--- config.mk ---
export PLATFORM = sky130hd
export DESIGN_NAME = button_conditioner
export DESIGN_NICKNAME = d
export VERILOG_FILES = /design/src/rtl/button_conditioner.sv
export SDC_FILE = /design/constraint.sdc
export NUM_CORES = 1
export LEC_CHECK = 0
export ABC_AREA = 1
export BUFFER_PORTS_ARGS = -buffer_cell sky130_fd_sc_hd__buf_2
export CAP_MARGIN = 10
export CORE_MARGIN = 1.5
export CORE_UTILIZATION = 57
export DETAILED_ROUTE_END_ITERATION = 8
export PLACE_DENSITY = 0.77
export SYNTH_ARGS = -nofsm -noshare
export SYNTH_HDL_FRONTEND = slang
export SYNTH_SLANG_ARGS = --single-unit
--- constraint.sdc ---
create_clock -name clk -period 2.25 [get_ports clk]
set_input_delay 0.1125 -clock clk [delete_from_list [all_inputs] [get_ports clk]]
set_output_delay 0.1125 -clock clk [all_outputs]
set_load 0.02 [all_outputs]
--- src/rtl/button_conditioner.sv ---
// Push-button front end for the game wrapper: synchronize, debounce, edge
// pulses, long-hold flag, sticky jump request and duck decode.

// One button channel: 2-flop synchronizer plus debounce FSM with registered
// level/press/release. level_next exposes the value level takes next edge.
//   state        | meaning
//   IDLE         | level 0, s2 agrees
//   PRESS_PEND   | level 0, s2 has been 1 for cnt consecutive samples
//   HELD         | level 1, s2 agrees
//   RELEASE_PEND | level 1, s2 has been 0 for cnt consecutive samples
module debounce_channel #(
  parameter int DEBOUNCE_CYCLES = 1000000,
  parameter int CNT_W           = 25
) (
  input  logic clk,
  input  logic reset,
  input  logic raw,
  output logic level,
  output logic level_next,
  output logic press,
  output logic rel
);
  typedef enum logic [1:0] {IDLE, PRESS_PEND, HELD, RELEASE_PEND} state_t;

  localparam logic [CNT_W-1:0] DEB_TC = CNT_W'(DEBOUNCE_CYCLES);

  logic             s1, s2;
  state_t           state, state_nxt;
  logic [CNT_W-1:0] cnt, cnt_nxt;
  logic             press_nxt, rel_nxt;

  always_ff @(posedge clk or negedge reset) begin
    if (!reset) begin
      s1    <= 1'b0;
      s2    <= 1'b0;
      state <= IDLE;
      cnt   <= '0;
      level <= 1'b0;
      press <= 1'b0;
      rel   <= 1'b0;
    end else begin
      s1    <= raw;
      s2    <= s1;
      state <= state_nxt;
      cnt   <= cnt_nxt;
      level <= level_next;
      press <= press_nxt;
      rel   <= rel_nxt;
    end
  end

  always_comb begin
    state_nxt = state;
    cnt_nxt   = cnt;
    unique case (state)
      IDLE: if (s2) begin
        state_nxt = PRESS_PEND;
        cnt_nxt   = CNT_W'(1);
      end
      PRESS_PEND: begin
        if (!s2) begin
          state_nxt = IDLE;
          cnt_nxt   = '0;
        end else if (cnt == DEB_TC) begin
          state_nxt = HELD;
          cnt_nxt   = '0;
        end else begin
          cnt_nxt = cnt + CNT_W'(1);
        end
      end
      HELD: if (!s2) begin
        state_nxt = RELEASE_PEND;
        cnt_nxt   = CNT_W'(1);
      end
      RELEASE_PEND: begin
        if (s2) begin
          state_nxt = HELD;
          cnt_nxt   = '0;
        end else if (cnt == DEB_TC) begin
          state_nxt = IDLE;
          cnt_nxt   = '0;
        end else begin
          cnt_nxt = cnt + CNT_W'(1);
        end
      end
      default: begin
        state_nxt = IDLE;
        cnt_nxt   = '0;
      end
    endcase
  end

  always_comb begin
    level_next = (state_nxt == HELD) || (state_nxt == RELEASE_PEND);
    press_nxt  = (state == PRESS_PEND) && (state_nxt == HELD);
    rel_nxt    = (state == RELEASE_PEND) && (state_nxt == IDLE);
  end
endmodule

module button_conditioner #(
  parameter int DEBOUNCE_CYCLES = 1000000,
  parameter int HOLD_CYCLES     = 20000000,
  parameter int CNT_W           = 25
) (
  input  logic clk,
  input  logic reset,
  input  logic btn_up,
  input  logic btn_down,
  input  logic jump_ack,
  output logic up_level,
  output logic down_level,
  output logic up_press,
  output logic up_release,
  output logic down_press,
  output logic up_long,
  output logic jump_req,
  output logic duck
);
  localparam logic [CNT_W-1:0] HOLD_TC = CNT_W'(HOLD_CYCLES);

  logic             up_level_nxt, down_level_nxt, down_rel_unused;
  logic [CNT_W-1:0] hold_cnt, hold_nxt;

  debounce_channel #(.DEBOUNCE_CYCLES(DEBOUNCE_CYCLES), .CNT_W(CNT_W)) u_up (
    .clk(clk), .reset(reset), .raw(btn_up),
    .level(up_level), .level_next(up_level_nxt),
    .press(up_press), .rel(up_release)
  );

  debounce_channel #(.DEBOUNCE_CYCLES(DEBOUNCE_CYCLES), .CNT_W(CNT_W)) u_down (
    .clk(clk), .reset(reset), .raw(btn_down),
    .level(down_level), .level_next(down_level_nxt),
    .press(down_press), .rel(down_rel_unused)
  );

  // Count only while the level is already high, so the press cycle reads 0
  // and up_long lands exactly HOLD_CYCLES after up_press.
  always_comb begin
    hold_nxt = hold_cnt;
    if (!up_level_nxt)
      hold_nxt = '0;
    else if (up_level && hold_cnt != HOLD_TC)
      hold_nxt = hold_cnt + CNT_W'(1);
  end

  always_ff @(posedge clk or negedge reset) begin
    if (!reset) begin
      hold_cnt <= '0;
      up_long  <= 1'b0;
      jump_req <= 1'b0;
      duck     <= 1'b0;
    end else begin
      hold_cnt <= hold_nxt;
      up_long  <= up_level_nxt && (hold_nxt == HOLD_TC);
      // A fresh press outranks a simultaneous ack so no tap is lost.
      if (up_press)
        jump_req <= 1'b1;
      else if (jump_ack)
        jump_req <= 1'b0;
      duck <= down_level_nxt & ~up_level_nxt;
    end
  end
endmodule

==> metrics.txt <==
outcome=complete, no violations; synth-to-layout area growth=13.99%; final wirelength=about 13000 um; Non-Filler Instances=984; mapped cell area=5598 um^2; first-pass GRT wire length=about 22000 um; top cell type's share of synthesized area=approximately 40%; layout net count=between 800 and 900; final hold violations=0; most frequent cells in the layout=nand2_1, nor2_1, inv_1; Die Width=between 100 and 150 um; clk_lat worst skew=~0.35 ns; initial antenna violation count=0; clock buffer depth=2; Post-Synthesis Cells=~800; slew margin rel.=about 65%; TritonCTS clock tree=yes; post-synthesis register bit count=slightly above 90; Worst path max stage delay=around 0.4 ns; Crit Path Max Fanout=5; CP max stage cell=dfrtp_1; Vias/cell=about 5.4; max-slew violation total from the final report=0; 1st-iter DRT viols=a little under 300; Tot Pwr=0.002967 W; routability congestion estimate=approximately 0.9; Initial Utilization=roughly three fifths; crit path DAT=2.42 ns; # setup viols final=0; Critical Path RT=2.54 ns; FF-to-FF setup slack=roughly 0.11 ns; via count=approximately 5300; clock-pin slew on the worst setup and hold paths=0.09 ns; core footprint=around 9400 um^2; syn avg cell area=roughly 6.9 um^2; Crit path top cell by count=nor2_4; DP Area=a little under 6000 um^2; Cells after DPL=roughly 950; total CTS buffers=9; first-pass iteration count of the detailed router=6; fin crit share=roughly 95%; post-layout util=around 70%; f_max=~0.47 GHz; crit path launch type=register; nature of the critical path endpoint=register; worst slew pin tran=0.5316 ns; critical path type=reg2reg; Antenna Nets Post-Route=0; top cells by area, synth=dfrtp_1, nand2_1, nor2_1; LEAKAGE=2.965 nW; syn nets=between 800 and 900; DP HPWL=approximately 9400 um; input/output buffers=12; clk root buf=clkbuf_8; PwrDens=~460 nW/um^2; pin count of the biggest net entering global routing=between 50 and 60; Die Y=between 100 and 150 um; Diodes inserted=0; DRC=0; Die ar.=10420 um^2; worst-path cell chain=inv_1 > ha_2 > inv_2 > nor2_4 > nand2_2 > nor2_4 > nand2_2 > nor2_4 > nand3_4 > buf_6 > nand3_4 > nand3_4 > nor2_4 > nand4_1 > nor2_1; commonest non-fill, non-tap cell in the layout=nand2_1; RSZ-0062 raised after global routing=true; number of global-route vias before repair=between 4000 and 5000; design area=around 6400 um^2; Max VDD drop=0.3386 mV; layout cells sized above 1=approximately 13%; MaxCap Viol Count=0; post-synth cell types=40; largest area contributor in the netlist=dfrtp_1; total congestion overflow=0; Ys Warns=0; CTS H-Tree Depth=3; clock sink count=between 90 and 100; Placement Rows=35; register area share after synthesis=slightly above 40%; Routed wire per std cell=roughly 13 um; I/O pin cnt=13; global-route usage over all layers=a little over a quarter; hold crit path type=in2async; Fin Clk Skew=around 0.013 ns; Final min period=2.137 ns
-- worst paths after layout --
check | to | cells after the start | startpoint
max | up_long$_DFF_PN0_ | 15 | u_up.cnt[1]$_DFFE_PN0P_
min | u_up.cnt[9]$_DFFE_PN0P_ | 2 | reset
max reg2reg | up_long$_DFF_PN0_ | 15 | u_up.cnt[1]$_DFFE_PN0P_
min reg2reg | u_down.s2$_DFF_PN0_ | 0 | u_down.s1$_DFF_PN0_
max in group asynchronous | hold_cnt[16]$_DFF_PN0_ | 3 | reset
min in group clk | u_down.s2$_DFF_PN0_ | 0 | u_down.s1$_DFF_PN0_
-- metal layers --
layer	global-route usage [%]	wire, um	up-vias
met5	0	0	-
met4	9.378	313	0
met1	35.10	5917	2488
met3	2.804	539	31
met2	45.59	6418	138
li1	-	-	2646
-- kinds of logic after synthesis --
logic type                 count (synthesis)  share of synthesized area (%)
buffers and inverters                    130                          9.097
AOI/OAI and AO/OA                         82                          8.091
adders and majority gates                  6                          1.341
xor gates and xnor gates                  21                          3.286
and+or+nand+nor                          486                          37.51
DFF                                       91                          40.68
-- timing repair --
| item | in CTS | in global routing |
|---|---|---|
| setup buffers | 0 | 13 |
| resized for setup | 0 | 52 |
| endpoints found under the setup margin | 0 | 19 |
| hold endpoints to repair | 39 | 0 |
| hold buffers | 4 | 0 |
-- cell type report --
type                       instances  area, um^2
timing repair buffer              40       300.3
tap                              129       161.4
inverter                         113       431.7
fill                             819        2990
multi-input combinational        595        3004
clock buffer                      13       158.9
sequential                        91        2278
clock inverter                     3       46.29
-- critical path: cells and delay by family, from the launching register on --
kind / cells / cell delay [ns]
and+or+nand+nor: 11 / 1.21
DFF: 1 / 0.40
buffers and inverters: 3 / 0.30
adders and majority gates: 1 / 0.17
-- through the flow --
stage          setup WS (ns)  setup TNS (ns)  hold slack, ns
2_1_floorplan         0.3575               0         -0.1831
3_3_place_gp          0.1202               0         0.09845
3_5_place_dp         0.05023               0          0.1034
4_1_cts              0.03263               0          0.2500
5_1_grt             -0.07164         -0.1700          0.2945
6_report              0.1134               0          0.2512
-- synth_stat cells, drive strengths merged --
| master | count |
|---|---|
| xor2 | 17 |
| and2 | 3 |
| a41oi | 2 |
| clkbuf | 9 |
| a31oi | 1 |
| nor3 | 12 |
| clkinv | 1 |
| xnor2 | 4 |
| nand3 | 61 |
| nor4 | 5 |
| o21bai | 1 |
| nand3b | 4 |
| or3 | 1 |
| o21ai | 34 |
| a22oi | 3 |
| a21oi | 26 |
| o22ai | 11 |
| o31ai | 1 |
| o211ai | 3 |
| buf | 8 |
| nand4 | 19 |
| nand2 | 254 |
| nor2 | 123 |
| inv | 112 |
| or2 | 4 |
| dfrtp | 91 |
| ha | 6 |
-- report_power, final --
part	leakage, nW	switching [W]	internal (W)
clock network	0.0998	0.000551	0.000578
logic	1.62	0.000112	0.0000554
registers	1.25	0.0000193	0.00165
-- registers in the layout (all words and copies together) (netlist names), 2 cells and up --
signal / cells
u_up.cnt: 25
u_down.state: 2
u_up.state: 2
hold_cnt: 25
u_down.cnt: 25
(Power assumes the default switching activity.)
